`src/rtl/riscv_pkg.sv`:
```
// -----------------------------------------------------------------------------
// riscv_pkg
// Shared definitions for the ALU and the stages around it.
//   XLEN / REGW    : default datapath and register-index widths
//   alu_op_t       : ALU operation encoding, common to the ALU and the issue stage
//   issue_entry_t  : one buffered operation as presented to the ALU
//   buf_state_t    : occupancy of the issue-stage skid buffer
// -----------------------------------------------------------------------------
package riscv_pkg;

  localparam int XLEN = 64;
  localparam int REGW = 5;

  typedef enum logic [3:0] {
    ALU_AND = 4'd0,
    ALU_OR  = 4'd1,
    ALU_ADD = 4'd2,
    ALU_SUB = 4'd6,
    ALU_SLT = 4'd7,
    ALU_NOR = 4'd12
  } alu_op_t;

  // alu_control is kept as a raw 4-bit code rather than alu_op_t so that
  // codes the ALU does not define still pass through untouched.
  typedef struct packed {
    logic [3:0]      alu_control;
    logic [XLEN-1:0] a;
    logic [XLEN-1:0] b;
    logic [REGW-1:0] rd;
    logic            reg_write;
  } issue_entry_t;

  typedef enum logic [1:0] {
    BUF_EMPTY = 2'd0,
    BUF_ONE   = 2'd1,
    BUF_FULL  = 2'd2
  } buf_state_t;

endpackage

```
`src/rtl/riscv_fwd_mux.sv`:
```
// -----------------------------------------------------------------------------
// riscv_fwd_mux
// Combinational operand forwarding selector for one source register.
//   rs        : source register index
//   rf_val    : register-file read value
//   m_we/m_rd/m_res : MEM-stage producer (highest priority)
//   w_we/w_rd/w_res : WB-stage producer
//   val       : resolved operand
// x0 is hard-wired to zero in the register file, so a producer targeting x0
// never forwards.
// -----------------------------------------------------------------------------
module riscv_fwd_mux #(
  parameter int XLEN = riscv_pkg::XLEN,
  parameter int REGW = riscv_pkg::REGW
) (
  input  logic [REGW-1:0] rs,
  input  logic [XLEN-1:0] rf_val,
  input  logic            m_we,
  input  logic [REGW-1:0] m_rd,
  input  logic [XLEN-1:0] m_res,
  input  logic            w_we,
  input  logic [REGW-1:0] w_rd,
  input  logic [XLEN-1:0] w_res,
  output logic [XLEN-1:0] val
);

  logic rs_nonzero;
  logic hit_m;
  logic hit_w;

  assign rs_nonzero = (rs != '0);
  assign hit_m      = m_we & (m_rd == rs) & rs_nonzero;
  assign hit_w      = w_we & (w_rd == rs) & rs_nonzero;

  // MEM is the younger producer, so it wins over WB.
  assign val = hit_m ? m_res :
               hit_w ? w_res : rf_val;

endmodule

```
`src/rtl/riscv_alu_issue.sv`:
```
// -----------------------------------------------------------------------------
// riscv_alu_issue
// Registered issue stage in front of the 64-bit ALU. Operands are resolved
// (forwarding + immediate select) once, when an operation is accepted, and the
// result is held in a two-entry skid buffer (head + skid).
//   clk, reset                : clock, asynchronous active-high reset
//   InValid/InReady           : decode-side handshake
//   InALUControl, InRs1Val, InRs2Val, InImm, InALUSrc,
//   InRs1, InRs2, InRd, InRegWrite : decoded operation
//   FwdM*/FwdW*               : MEM / WB producers for forwarding
//   Flush                     : drop all buffered and incoming operations
//   OutValid/OutReady         : ALU-side handshake
//   ALUControl, A, B, OutRd, OutRegWrite : head entry fields
// The entry struct uses the package widths, so XLEN/REGW must stay at the
// package defaults.
// -----------------------------------------------------------------------------
module riscv_alu_issue #(
  parameter int XLEN = riscv_pkg::XLEN,
  parameter int REGW = riscv_pkg::REGW
) (
  input  logic            clk,
  input  logic            reset,
  input  logic            InValid,
  output logic            InReady,
  input  logic [3:0]      InALUControl,
  input  logic [XLEN-1:0] InRs1Val,
  input  logic [XLEN-1:0] InRs2Val,
  input  logic [XLEN-1:0] InImm,
  input  logic            InALUSrc,
  input  logic [REGW-1:0] InRs1,
  input  logic [REGW-1:0] InRs2,
  input  logic [REGW-1:0] InRd,
  input  logic            InRegWrite,
  input  logic            FwdMRegWrite,
  input  logic [REGW-1:0] FwdMRd,
  input  logic [XLEN-1:0] FwdMResult,
  input  logic            FwdWRegWrite,
  input  logic [REGW-1:0] FwdWRd,
  input  logic [XLEN-1:0] FwdWResult,
  input  logic            Flush,
  output logic            OutValid,
  input  logic            OutReady,
  output logic [3:0]      ALUControl,
  output logic [XLEN-1:0] A,
  output logic [XLEN-1:0] B,
  output logic [REGW-1:0] OutRd,
  output logic            OutRegWrite
);

  import riscv_pkg::*;

  // ---------------------------------------------------------------------------
  // Operand resolution
  // ---------------------------------------------------------------------------
  logic [XLEN-1:0] fwd_a;
  logic [XLEN-1:0] fwd_b;
  issue_entry_t    in_entry;

  riscv_fwd_mux #(.XLEN(XLEN), .REGW(REGW)) u_fwd_rs1 (
    .rs     (InRs1),
    .rf_val (InRs1Val),
    .m_we   (FwdMRegWrite),
    .m_rd   (FwdMRd),
    .m_res  (FwdMResult),
    .w_we   (FwdWRegWrite),
    .w_rd   (FwdWRd),
    .w_res  (FwdWResult),
    .val    (fwd_a)
  );

  riscv_fwd_mux #(.XLEN(XLEN), .REGW(REGW)) u_fwd_rs2 (
    .rs     (InRs2),
    .rf_val (InRs2Val),
    .m_we   (FwdMRegWrite),
    .m_rd   (FwdMRd),
    .m_res  (FwdMResult),
    .w_we   (FwdWRegWrite),
    .w_rd   (FwdWRd),
    .w_res  (FwdWResult),
    .val    (fwd_b)
  );

  // The immediate replaces B outright; any rs2 forwarding match is ignored.
  assign in_entry = '{
    alu_control: InALUControl,
    a:           fwd_a,
    b:           InALUSrc ? InImm : fwd_b,
    rd:          InRd,
    reg_write:   InRegWrite
  };

  // ---------------------------------------------------------------------------
  // Skid buffer control
  // ---------------------------------------------------------------------------
  buf_state_t   state_q;
  buf_state_t   state_d;
  logic         in_ready_q;
  issue_entry_t head_q;
  issue_entry_t skid_q;
  logic         in_xfer;
  logic         out_xfer;
  logic         load_head_in;
  logic         load_head_skid;
  logic         load_skid;

  // An input offered during a flush is dropped even when InReady is high.
  assign in_xfer  = InValid & in_ready_q & ~Flush;
  assign out_xfer = (state_q != BUF_EMPTY) & OutReady;

  // NOTE: every signal written here gets a default first, so no path through
  // the case statement can leave one unassigned and infer a latch.
  always_comb begin
    state_d        = state_q;
    load_head_in   = 1'b0;
    load_head_skid = 1'b0;
    load_skid      = 1'b0;
    if (Flush) begin
      state_d = BUF_EMPTY;
    end else begin
      unique case (state_q)
        BUF_EMPTY: begin
          if (in_xfer) begin
            load_head_in = 1'b1;
            state_d      = BUF_ONE;
          end
        end
        BUF_ONE: begin
          if (in_xfer && out_xfer) begin
            load_head_in = 1'b1;
          end else if (in_xfer) begin
            load_skid = 1'b1;
            state_d   = BUF_FULL;
          end else if (out_xfer) begin
            state_d = BUF_EMPTY;
          end
        end
        BUF_FULL: begin
          // in_ready_q is low here, so only the output side can move.
          if (out_xfer) begin
            load_head_skid = 1'b1;
            state_d        = BUF_ONE;
          end
        end
        default: state_d = BUF_EMPTY;
      endcase
    end
  end

  // NOTE: sequential state uses non-blocking assignments so every flop samples
  // the pre-edge values, independent of statement order.
  always_ff @(posedge clk or posedge reset) begin
    if (reset) begin
      state_q    <= BUF_EMPTY;
      in_ready_q <= 1'b1;
    end else begin
      state_q    <= state_d;
      // Registered so InReady never depends combinationally on OutReady.
      in_ready_q <= (state_d != BUF_FULL);
    end
  end

  // NOTE: the two entries are reset as well as the state, because the head
  // drives the ALU operands directly and must read as zero out of reset.
  always_ff @(posedge clk or posedge reset) begin
    if (reset) begin
      head_q <= '0;
      skid_q <= '0;
    end else begin
      if (load_head_in) begin
        head_q <= in_entry;
      end else if (load_head_skid) begin
        head_q <= skid_q;
      end
      if (load_skid) begin
        skid_q <= in_entry;
      end
    end
  end

  // ---------------------------------------------------------------------------
  // Outputs
  // ---------------------------------------------------------------------------
  assign InReady     = in_ready_q;
  assign OutValid    = (state_q != BUF_EMPTY);
  assign ALUControl  = head_q.alu_control;
  assign A           = head_q.a;
  assign B           = head_q.b;
  assign OutRd       = head_q.rd;
  assign OutRegWrite = head_q.reg_write;

endmodule

```
`config.mk`:
```
export PLATFORM = sky130hd
export DESIGN_NAME = riscv_alu_issue
export DESIGN_NICKNAME = d
export VERILOG_FILES = /design/src/rtl/riscv_pkg.sv /design/src/rtl/riscv_fwd_mux.sv /design/src/rtl/riscv_alu_issue.sv
export SDC_FILE = /design/constraint.sdc
export NUM_CORES = 1
export LEC_CHECK = 0
export BUFFER_PORTS_ARGS = -buffer_cell sky130_fd_sc_hd__buf_2
export CAP_MARGIN = 10
export CORE_AREA = 2 2 195 197
export CTS_CLUSTER_SIZE = 20
export DETAILED_ROUTE_END_ITERATION = 8
export DIE_AREA = 0 0 197 199
export HOLD_SLACK_MARGIN = 0.06
export PLACE_DENSITY = 0.69
export SYNTH_ARGS = -nofsm -noshare
export SYNTH_HDL_FRONTEND = slang
export SYNTH_SLANG_ARGS = --single-unit
export TNS_END_PERCENT = 20
```
`constraint.sdc`:
```
create_clock -name clk -period 10.9 [get_ports clk]
set_clock_uncertainty 0.05 [all_clocks]
set_input_delay 2.18 -clock clk [delete_from_list [all_inputs] [get_ports clk]]
set_output_delay 2.18 -clock clk [all_outputs]
set_load 0.02 [all_outputs]
```
After elaboration in Yosys (flattened, before gate mapping)
Cells that the tools add are included.
{"block": "classes", "addsub": 0, "multipliers": 0, "n_div": 0, "order_cmp": 0, "n_eq_ne": 7, "shift": 0, "n_mux": 24, "n_bitwise": 12, "n_reduce_logical": 6}
{"op": "$mux W64", "count": 5}
{"op": "$mux W138", "count": 2}
{"op": "$eq A5 B5 Y1", "count": 4}
{"op": "$mux W2", "count": 6}
{"op": "$and A1 B1 Y1", "count": 11}
{"op": "$reduce_bool A5 Y1", "count": 2}
{"op": "$mux W1", "count": 9}
{"op": "$pmux W2 S3", "count": 1}
{"op": "$reduce_bool A2 Y1", "count": 2}
{"op": "$eq A2 B1 Y1 const B", "count": 1}
{"op": "$eq A2 B2 Y1 const B", "count": 1}
{"op": "$logic_not A2 Y1", "count": 1}
{"op": "$ne A2 B2 Y1 const B", "count": 1}
{"op": "$pmux W1 S2", "count": 1}
{"op": "$logic_and A1 B1 Y1", "count": 1}
{"op": "$not A1 Y1", "count": 1}
{"block": "word_totals", "ff_bits": 279, "latch_bits": 0, "ram_bits": 0, "rom_bits": 0, "output_inout_bits": 140, "elab_cells": 61, "mem_count": 0}

Depth between registers and ports, before layout
Gate-level depths: netlist of the first run.
{"block": "logic_depth", "depth_word": 8, "depth_mapped": 8}

By module
From an unflattened synthesis of the first run, not the netlist that was laid out.
{"block": "hier_totals", "cells_unflattened": 1532, "area_unflattened_um2": 16604.7}
{"module": "riscv_alu_issue", "n_inst": 1, "cells_each": 890, "area_per_inst_um2": 13083.8}
{"module": "riscv_fwd_mux", "n_inst": 2, "cells_each": 321, "area_per_inst_um2": 1760.4}

Worst setup path after synthesis of the first run
OpenSTA, ideal clock, no wires.
{"block": "synth_path", "path_type": "in2reg", "from": "input InRs1[3]", "to": "register head_q (netlist bit A[63])", "setup_ns": 0.138, "arrival_time_ns": 3.676, "required_time_ns": 10.712, "path_slack_ns": 7.036, "stages": 6, "n_path_buf": 1, "path_cell_list": "or4_4 -> o211ai_1 -> nor2_1 -> buf_1 -> a221oi_2 -> o22ai_1"}
{"block": "synth_via", "elab_chain_cells": 6, "elab_cells_between_ends": 10, "cone_classes": "2 x eq/ne; 3 x mux; 4 x bitwise; 1 x reduce/logical"}
{"item": "from (decl)", "line_no": "riscv_alu_issue.sv:30", "source": "input logic [REGW-1:0] InRs1,"}
{"item": "$eq A5 B5 Y1", "line_no": "riscv_fwd_mux.sv:33", "source": "assign hit_w = w_we & (w_rd == rs) & rs_nonzero;"}
{"item": "$and A1 B1 Y1 (2 in a row)", "line_no": "riscv_fwd_mux.sv:33"}
{"item": "$mux W64", "line_no": "riscv_fwd_mux.sv:37", "source": "hit_w ? w_res : rf_val;"}
{"item": "$mux W64 *", "line_no": "riscv_fwd_mux.sv:36", "source": "assign val = hit_m ? m_res :"}
{"item": "$mux W138 *", "line_no": "riscv_alu_issue.sv:169", "source": "if (load_head_in) begin"}
{"item": "to (signal assigned)", "line_no": "riscv_alu_issue.sv:170", "source": "head_q <= in_entry;"}
{"item": "to (signal assigned)", "line_no": "riscv_alu_issue.sv:172", "source": "head_q <= skid_q;"}
{"item": "to (decl)", "line_no": "riscv_alu_issue.sv:98", "source": "issue_entry_t head_q;"}
Every way passes the cells marked *; elsewhere a longest branch is shown, timed or not.
A chain may end at the register's enable or synchronous reset.

Final worst setup path of the first run
{"block": "layout_path", "from": "input FwdWRegWrite", "to": "register head_q (netlist bit A[52])"}
{"block": "layout_via", "elab_chain_cells": 5}
{"item": "from (decl)", "line_no": "riscv_alu_issue.sv:37", "source": "input logic FwdWRegWrite,"}
{"item": "$and A1 B1 Y1 (2 in a row)", "line_no": "riscv_fwd_mux.sv:33"}
{"item": "$mux W64", "line_no": "riscv_fwd_mux.sv:37"}
{"item": "$mux W64", "line_no": "riscv_fwd_mux.sv:36"}
{"item": "$mux W138", "line_no": "riscv_alu_issue.sv:169"}
Every way passes these cells.

==> flow_summary.toml, run 1 <==
[sta]
fin_crit_ns = 4.70
slew_headroom_pct = 11.6
hold_violations = 0
clock.fmax_mhz = 213
rsz0062_at_grt = "no"
period_share_pct = 43.2
fin_tns_setup_ns = 0
tightestPinTransition_ns = 1.32
setup_violations = 0
drv_slew = 0

[layout]
fin_util_pct = 52.8
nFillCells = 3458
syn_to_final_growth_pct = 23.0
drive_gt1_share_pct = 36.0
fin_nets = 2417
finalNonFillerCells = 2574

[place]
dp.cells = 2500
gp_congestion = 0.903
dp_hpwl_um = 38500
port_buffers = 497

[cts]
insertion_delay_ns = 0.57
hold_buffers = 0
cts.htree.levels = 1
clockRootBuffer = "clkbuf_16"
clk_pin_slew_ns = 0.06
cts_setup_buffers = 0
cts_buffer_depth = 3
post_cts_resized = 0
cts_buffers = 31
cts.sinks = 279
cts_tree = "yes"

[grt]
antenna_found_initial = 15
grt-ovfl-total = 0
grt_first_pass_wirelength_um = 91200
grt_max_degree = 141
grt.total_usage_pct = 30.0
grt_pass1_vias = 16053

[setup_path]
cp-end-kind = "register"
worstSetupPathType = "in2reg"
cp.required_ns = 11.25
r2r_slack_ns = 7.70
worst_ep_arrival_time_ns = 5.05
startpoint_type = "primary input"
path_max_fanout = 65

[status]
status = "complete, no violations"

[yosys]
synth.avg_cell_area_um2 = 9.57
synth_top_area_share_pct = 43.6
synth-seq-cells = 279
ys_warn_count = 0
ys_seq_area_share_pct = 43.8
synthesis.instances = 1666
yosys.area.top_type = "dfrtp_1"
syn_area_mm2 = 0.0159
netlist_top_cells_area = "dfrtp_1 44%, a221oi_2 11%, o31ai_1 7.8%"
synth_nets = 2024
yosys.cell_types.count = 42

[floorplan]
initial_core_util_pct = 42.9
io_pins = 498
die-area_mm2 = 0.0392
core_mm2 = 0.0371
die_y_um = 199
rows = 71
fp.dieW_um = 197

[drt]
ant_nets = 0
drt_wl_total_um = 60800
vias = 15735
post_drt_wl_per_cell_um = 23.6
routed_via_density = 6.11
drt_iter0_drc = 1124
dr.pass1.iters = 5
drc = 0

[power]
p_per_area_mw_per_mm2 = 173
combinationalPowerShare_pct = 25.7
p_switching_mw = 1.10
intPower_mw = 2.28
clkPwrFrac_pct = 31.5
power_leakage_nw = 8.47
seqPwrFrac_pct = 42.8
swShare_pct = 32.6
ir_drop_mv = 0.131

[worst_hold_path]
holdCritPathClass = "reg2reg"

[flow_run]
drv_cap = 0
## cell usage after synthesis (all sizes together)
| cell type | instances |
|---|---|
| xnor2 | 19 |
| nand3b | 1 |
| and4b | 1 |
| inv | 3 |
| a22oi | 29 |
| nor3 | 2 |
| nor2 | 154 |
| nand3 | 1 |
| clkbuf | 102 |
| dfstp | 1 |
| or4 | 5 |
| o31ai | 166 |
| o22ai | 45 |
| xor2 | 2 |
| nor4 | 1 |
| o21ai | 200 |
| nand2b | 2 |
| mux2i | 45 |
| o211ai | 3 |
| dfrtp | 278 |
| or2 | 3 |
| o21a | 1 |
| nand4 | 2 |
| buf | 58 |
| and2 | 65 |
| a221oi | 155 |
| mux2 | 37 |
| nand2 | 246 |
| nor2b | 2 |
| a21oi | 37 |
## layer usage
metal	GRT usage [%]	vias up	routed length [um]
met2	49.1	908	28500
met4	12.9	4	2460
met5	0	-	14
met1	37.2	7607	23600
met3	8.51	167	6260
li1	-	7049	-
## layout by cell type, fill, tap and decap left out, types with 2 or more instances in the layout
| cell type | Yosys | final |
|---|---|---|
| bufinv_16 | 0 | 2 |
| or2_2 | 1 | 2 |
| o21ai_1 | 45 | 45 |
| o31ai_1 | 165 | 165 |
| a221oi_1 | 35 | 35 |
| clkbuf_16 | 0 | 31 |
| a22oi_1 | 29 | 29 |
| nor2_1 | 153 | 149 |
| buf_4 | 7 | 23 |
| mux2_2 | 37 | 37 |
| diode_2 | 0 | 18 |
| clkbuf_1 | 102 | 7 |
| nor2_4 | 0 | 4 |
| o22ai_1 | 45 | 45 |
| a21oi_1 | 37 | 37 |
| clkbuf_8 | 0 | 9 |
| mux2i_1 | 45 | 45 |
| xor2_1 | 2 | 2 |
| buf_2 | 31 | 497 |
| nand4_1 | 2 | 2 |
| o211ai_1 | 2 | 2 |
| nor3_4 | 1 | 2 |
| inv_1 | 3 | 2 |
| a221oi_2 | 119 | 119 |
| nand2b_4 | 0 | 2 |
| nand2_1 | 246 | 245 |
| dfrtp_1 | 278 | 278 |
| and2_1 | 65 | 64 |
| clkinv_2 | 0 | 6 |
| o21ai_0 | 155 | 155 |
| or4_4 | 1 | 4 |
| nor2b_1 | 2 | 2 |
| xnor2_1 | 19 | 19 |
## kinds of logic after synthesis
| family | share of synthesized area [%] |
|---|---|
| mux | 5.44 |
| compound gates | 31.9 |
| xor+xnor | 1.15 |
| buf+inv | 4.76 |
| simple gates | 12.9 |
| flops | 43.8 |
## power groups by stage
| stage | registers, mW | logic (mW) | clock network (mW) |
|---|---|---|---|
| after CTS | 1.44 | 0.871 | 1.08 |
| after global placement | 1.44 | 0.851 | 0 |
| after global routing | 1.48 | 0.955 | 1.12 |
| final | 1.45 | 0.870 | 1.07 |
| after detailed placement | 1.46 | 0.869 | 0 |
| after floorplan | 1.55 | 0.431 | 0 |
## registers in the layout (all words and copies together) (netlist names)
| register | flops |
|---|---|
| OutRegWrite | 1 |
| B | 64 |
| state_q | 2 |
| ALUControl | 4 |
| OutRd | 5 |
| A | 64 |
| InReady | 1 |
| skid_q | 138 |
## metrics by stage
stage | total power, mW | hold WS, ns | setup slack [ns] | instance area, um^2
floorplan | 1.98 | 0.397 | 0.978 | 15900
global placement | 2.29 | 0.408 | 5.75 | 18500
detailed placement | 2.33 | 0.408 | 5.67 | 18500
CTS | 3.39 | 0.430 | 6.27 | 19600
global route | 3.55 | 0.453 | 6.11 | 19600
finish | 3.39 | 0.429 | 6.20 | 19600
## worst max-delay path, cell delays in order
cell and delay [ns]:
buf_2 0.08, buf_4 0.61, inv_1 0.14, or4_4 0.87
buf_4 0.50, a221oi_2 0.44, o22ai_1 0.15
## final cells by class
class | count | area, um^2 | area share (%)
multi-input cells | 1224 | 8290 | 42.3
flip-flops and latches | 279 | 6980 | 35.6
repair buffers | 520 | 2660 | 13.6
clock buffers | 47 | 926 | 4.72
well taps | 474 | 593 | 3.02
clock inverters | 9 | 98.8 | 0.504
diodes | 18 | 45.0 | 0.230
inverters | 3 | 18.8 | 0.0957
## worst paths after layout
kind / start / endpoint / depth (start not counted)
setup reg to reg: state_q[0] / B[31] / 6
max in group asynchronous: reset / B[33] / 3
hold / removal: skid_q[128] / skid_q[128] / 2
hold reg to reg: skid_q[128] / skid_q[128] / 2
min in group asynchronous: reset / skid_q[27] / 2
setup / recovery: FwdWRegWrite / A[52] / 7
Power figures use the tool's default switching activity.
==> run 2: changes to the inputs <==
Settings changed: CORE_AREA 2 2 195 197 to 2 2 193 195, DIE_AREA 0 0 197 199 to 0 0 195 197, PLACE_DENSITY 0.69 to 0.73.
Clock period 10.9 ns to 4.3 ns, I/O delays scaled along.
==> run 2 against run 1 <==
  * Sequential power increased to 2.5 times the previous value
  * Global-route usage about the same
  * Die area decreased by 2.0%
  * Clock power increased to 2.7 times the previous value
  * Sequential share of layout area decreased by 0.54 points
  * Flip-flop and latch count unchanged
  * Worst setup slack got worse by 4.7 ns
  * Critical path type unchanged
  * Critical endpoint is now skid_q[43]
  * Largest power group unchanged
  * Highest routed layer unchanged
==> flow_summary.toml, run 2 (synthesized netlist as in run 1, its figures left out) <==
[status]
status = "complete, no violations"

[power]
intPower_mw = 5.97
ir_drop_mv = 0.277
p_per_area_mw_per_mm2 = 441
seqPwrFrac_pct = 41.8
swShare_pct = 32.0
clkPwrFrac_pct = 32.8
combinationalPowerShare_pct = 25.4
power_leakage_nw = 8.61
p_switching_mw = 2.81
p_total_mw = 8.79

[place]
gp_congestion = 0.891
pre_cts_slack_ns = 0.990
dpl_cell_area_mm2 = 0.0188
port_buffers = 497
dp.cells = 2502
dp_hpwl_um = 38300

[floorplan]
die-area_mm2 = 0.0384
initial_core_util_pct = 44.0
rows = 70
die_y_um = 197
fp.dieW_um = 195
io_pins = 498
core_mm2 = 0.0363

[setup_path]
r2r_cells = 4
crit_buf_inv = 2
startpoint_type = "primary input"
crit_family = "simple AND/OR/NAND/NOR gates"
cp_slowest_stage_delay_ns = 0.57
r2r_start = "InReady"
slowest_stage = "or4_1"
worstSetupPathType = "in2reg"
r2r_end = "B[36]"
worst_ep_arrival_time_ns = 3.14
crit_chain = "buf_2, or4_1, nor2_2, or4_4, buf_12, a221oi_2, o31ai_1"
r2r_slack_ns = 1.68
path_max_fanout = 35
cp-end-kind = "register"
cp.required_ns = 4.63

[cts]
cts_tree = "yes"
cts_buffer_depth = 3
hold_buffers = 0
clockRootBuffer = "clkbuf_16"
cts.htree.levels = 2
insertion_delay_ns = 0.50
cts_setup_buffers = 0
clk_pin_slew_ns = 0.06
cts.sinks = 279
cts_buffers = 34
post_cts_resized = 0

[sta]
setup_violations = 0
rsz0062_at_grt = "no"
slew_headroom_pct = 28.2
tightestPinTransition_ns = 1.08
drv_slew = 0
setup_slack_ns = 1.49
fin_crit_ns = 2.81
period_share_pct = 65.4
clock.fmax_mhz = 356
hold_ws_ns = 0.372
hold_violations = 0

[layout]
top_register = "skid_q"
finalInstanceArea_mm2 = 0.0199
layout_common_cells = "497 x buf_2, 278 x dfrtp_1, 245 x nand2_1"
fin_nets = 2428
drive_gt1_share_pct = 36.2
largest_register_ffs = 138
final_common_cell = "buf_2"
syn_to_final_growth_pct = 24.9
finalNonFillerCells = 2575

[grt]
grt_first_pass_wirelength_um = 90500
grt_max_degree = 184
grt-ovfl-total = 0
grt.total_usage_pct = 30.0
antenna_found_initial = 12
grt_pass1_vias = 16137

[drt]
vias = 15971
dr.pass1.iters = 8
ant_nets = 0
post_drt_wl_per_cell_um = 23.1
drt_wl_total_um = 59400
drc = 0
routed_via_density = 6.20
drt_iter0_drc = 1311

[worst_hold_path]
holdCritPathClass = "in2async"

[flow_run]
drv_cap = 0
run 2: routing by layer:
metal	part of all wire (%)	track usage, %
met1	39	38.7
met2	46	47.2
met3	11	7.31
met4	4.2	15.0
met5	0.064	0
run 2: per-stage QoR:
stage	utilization, %	TNS, ns
after global placement	51.7	0
after global routing	54.9	0
final	54.9	0
after detailed placement	51.7	0
after floorplan	-	-84.10
after CTS	54.8	0
run 2: worst reg2reg max path: cells and delay by family, from the launching register on:
| family | cells | cell delay, ns |
|---|---|---|
| AND/OR/NAND/NOR | 3 | 1.40 |
| AO/OA/AOI/OAI | 1 | 0.50 |
| flip-flops | 1 | 0.56 |
run 2: area by class of cell:
type                       instances  area, um^2
clock buffer                      55        1070
multi-input combinational       1224        8290
antenna                           12        30.0
clock inverter                     6        58.8
timing repair buffer             528        2880
tap                              468         586
inverter                           3        15.0
sequential                       279        6980
fill                            3293       16300
run 2: power groups by stage:
stage | Sequential [mW] | Clock, mW | Combinational (mW)
finish | 3.67 | 2.88 | 2.23
global route | 3.74 | 3.03 | 2.43
CTS | 3.66 | 2.92 | 2.23
detailed placement | 3.69 | 0 | 2.22
global placement | 3.66 | 0 | 2.16
floorplan | 3.93 | 0 | 1.09
run 2: worst max-delay path by stage:
stage                  start       endpoint  slack (ns)  depth (start not counted)
floorplan              reset  ALUControl[0]       -0.30                          1
global placement    InRs2[1]     skid_q[33]        1.09                          7
detailed placement  InRs2[1]     skid_q[43]        0.99                          7
CTS                 InRs2[1]     skid_q[26]        1.52                          7
global route        InRs2[1]     skid_q[68]        1.42                          7
finish              InRs2[1]     skid_q[43]        1.49                          7
==> run 3: changes to the inputs <==
Clock period 4.3 ns to 2.34 ns, I/O delays scaled along.
==> run 3 against run 2 <==
  * Via count is 1.7% higher
  * Critical path depth stayed put
  * Flip-flop and latch count stayed put
  * Final cell count is 2.3% higher
  * Clock power is 75% higher
  * Non-clock buffer count is 65 higher
  * Clock-buffer cell count is 9 lower
  * Die area stayed put
  * Total power is 82% higher
==> flow_summary.toml, run 3 (synthesized netlist as in run 1, its figures left out) <==
[place]
dp_hpwl_um = 41400
port_buffers = 497
gp_congestion = 0.901

[grt]
grt_pass1_vias = 16299
grt_first_pass_wirelength_um = 92300
grt-ovfl-total = 0
grt_max_degree = 128
grt.total_usage_pct = 30.6
antenna_found_initial = 18

[layout]
layout_common_cells = "497 x buf_2, 278 x dfrtp_1, 245 x nand2_1"
top_register = "skid_q"
drive_gt1_share_pct = 37.6
syn_to_final_growth_pct = 29.3
largest_register_ffs = 138
fin_nets = 2490
final_common_cell = "buf_2"
fin_util_pct = 56.9
nFillCells = 3184

[cts]
cts.sinks = 279
hold_buffers = 11
post_cts_resized = 0
insertion_delay_ns = 0.57
cts_buffers = 31
cts.htree.levels = 1
clockRootBuffer = "clkbuf_16"
cts_setup_buffers = 0
cts_tree = "yes"
clk_pin_slew_ns = 0.06
cts_buffer_depth = 3

[floorplan]
io_pins = 498
die_y_um = 197
fp.dieW_um = 195
core_mm2 = 0.0363
rows = 70
die-area_mm2 = 0.0384
initial_core_util_pct = 44.0

[power]
p_total_mw = 16.0
ir_drop_mv = 0.560
power_leakage_nw = 8.97
p_per_area_mw_per_mm2 = 776

[sta]
clock.fmax_mhz = 463
rsz0062_at_grt = "no"
period_share_pct = 92.4
tightestPinTransition_ns = 0.789
slew_headroom_pct = 47.4
hold_violations = 0
drv_slew = 0
setup_violations = 0
fin_crit_ns = 2.16

[drt]
dr.pass1.iters = 5
ant_nets = 0
drc = 0
vias = 16235
routed_via_density = 6.16
drt_wl_total_um = 60700
drt_iter0_drc = 1249
post_drt_wl_per_cell_um = 23.0

[setup_path]
path_max_fanout = 56
cp-end-kind = "register"
cp.required_ns = 2.72
crit_chain = "nand2_1, nor4_2, buf_4, nor2_4, buf_12, a221oi_1, o31ai_1"
startpoint_type = "register"
cp_slowest_stage_delay_ns = 0.54
worst_ep_arrival_time_ns = 2.54
crit_family = "flip-flops"
crit_buf_inv = 2
slowest_stage = "dfstp_2"
worstSetupPathType = "reg2reg"

[status]
status = "complete, no violations"

[worst_hold_path]
holdCritPathClass = "in2reg"

[flow_run]
drv_cap = 0
run 3: cell count changes in the layout (fill, tap and decap cells not counted), sizes merged:
cell         delta
buf            +54
clkinv          -1
dlygate4sd3    +11
clkbuf          -9
clkinvlp        +2
bufinv          +2
inv             +1
run 3: stage by stage:
step | setup slack [ns] | TNS [ns] | hold slack [ns] | instance area (um^2) | cells
global route | 0.0662 | 0 | 0.0994 | 20600 | 2633
global placement | -0.0982 | -7.37 | 0.405 | 19400 | 2556
floorplan | -1.87 | -520.89 | 0.397 | 16000 | 1666
detailed placement | -0.171 | -18.15 | 0.408 | 19400 | 2556
CTS | 0.127 | 0 | 0.0845 | 20600 | 2623
finish | 0.178 | 0 | 0.0998 | 20600 | 2635
run 3: worst reg2reg max path: cells and delay by family, from the launching register on:
family	cells	cell delay (ns)
compound gates	2	0.51
buf+inv	2	0.45
flops	1	0.54
simple gates	3	0.46
run 3: final cells by class:
| class | instances | area, um^2 | share of cell area (%) |
|---|---|---|---|
| Clock buffer | 46 | 912 | 4.42 |
| Clock inverter | 10 | 134 | 0.649 |
| Sequential cell | 279 | 6980 | 33.9 |
| Tap cell | 468 | 586 | 2.84 |
| Multi-Input combinational cell | 1224 | 8290 | 40.2 |
| Inverter | 3 | 15.0 | 0.0728 |
| Timing Repair Buffer | 593 | 3670 | 17.8 |
| Antenna cell | 12 | 30.0 | 0.146 |
run 3: power breakdown:
part / total [mW] / internal, mW / switching [mW]
registers: 6.75 / 6.06 / 0.695
logic: 4.20 / 1.75 / 2.45
clock network: 5.05 / 3.01 / 2.04
total: 16.0 / 10.8 / 5.19
run 3: metal layers:
layer / vias up / GRT usage [%] / wire length (um)
met5: - / 0 / 59
met4: 10 / 14.0 / 2450
met3: 201 / 6.93 / 5870
met2: 990 / 50.0 / 28700
met1: 7865 / 38.8 / 23700
li1: 7169 / - / -
run 3: worst paths after layout:
check                           cells past startpoint     endpoint  slack, ns         from
worst max-delay path                                7        B[22]       0.18      InReady
worst min-delay path                                2   state_q[0]        0.1        Flush
worst max register to register                      7        B[22]       0.18      InReady
worst min register to register                      2  skid_q[137]       0.43  skid_q[137]
max in group asynchronous                           4    skid_q[1]       1.02        reset
min in group asynchronous                           4   skid_q[37]       0.47        reset
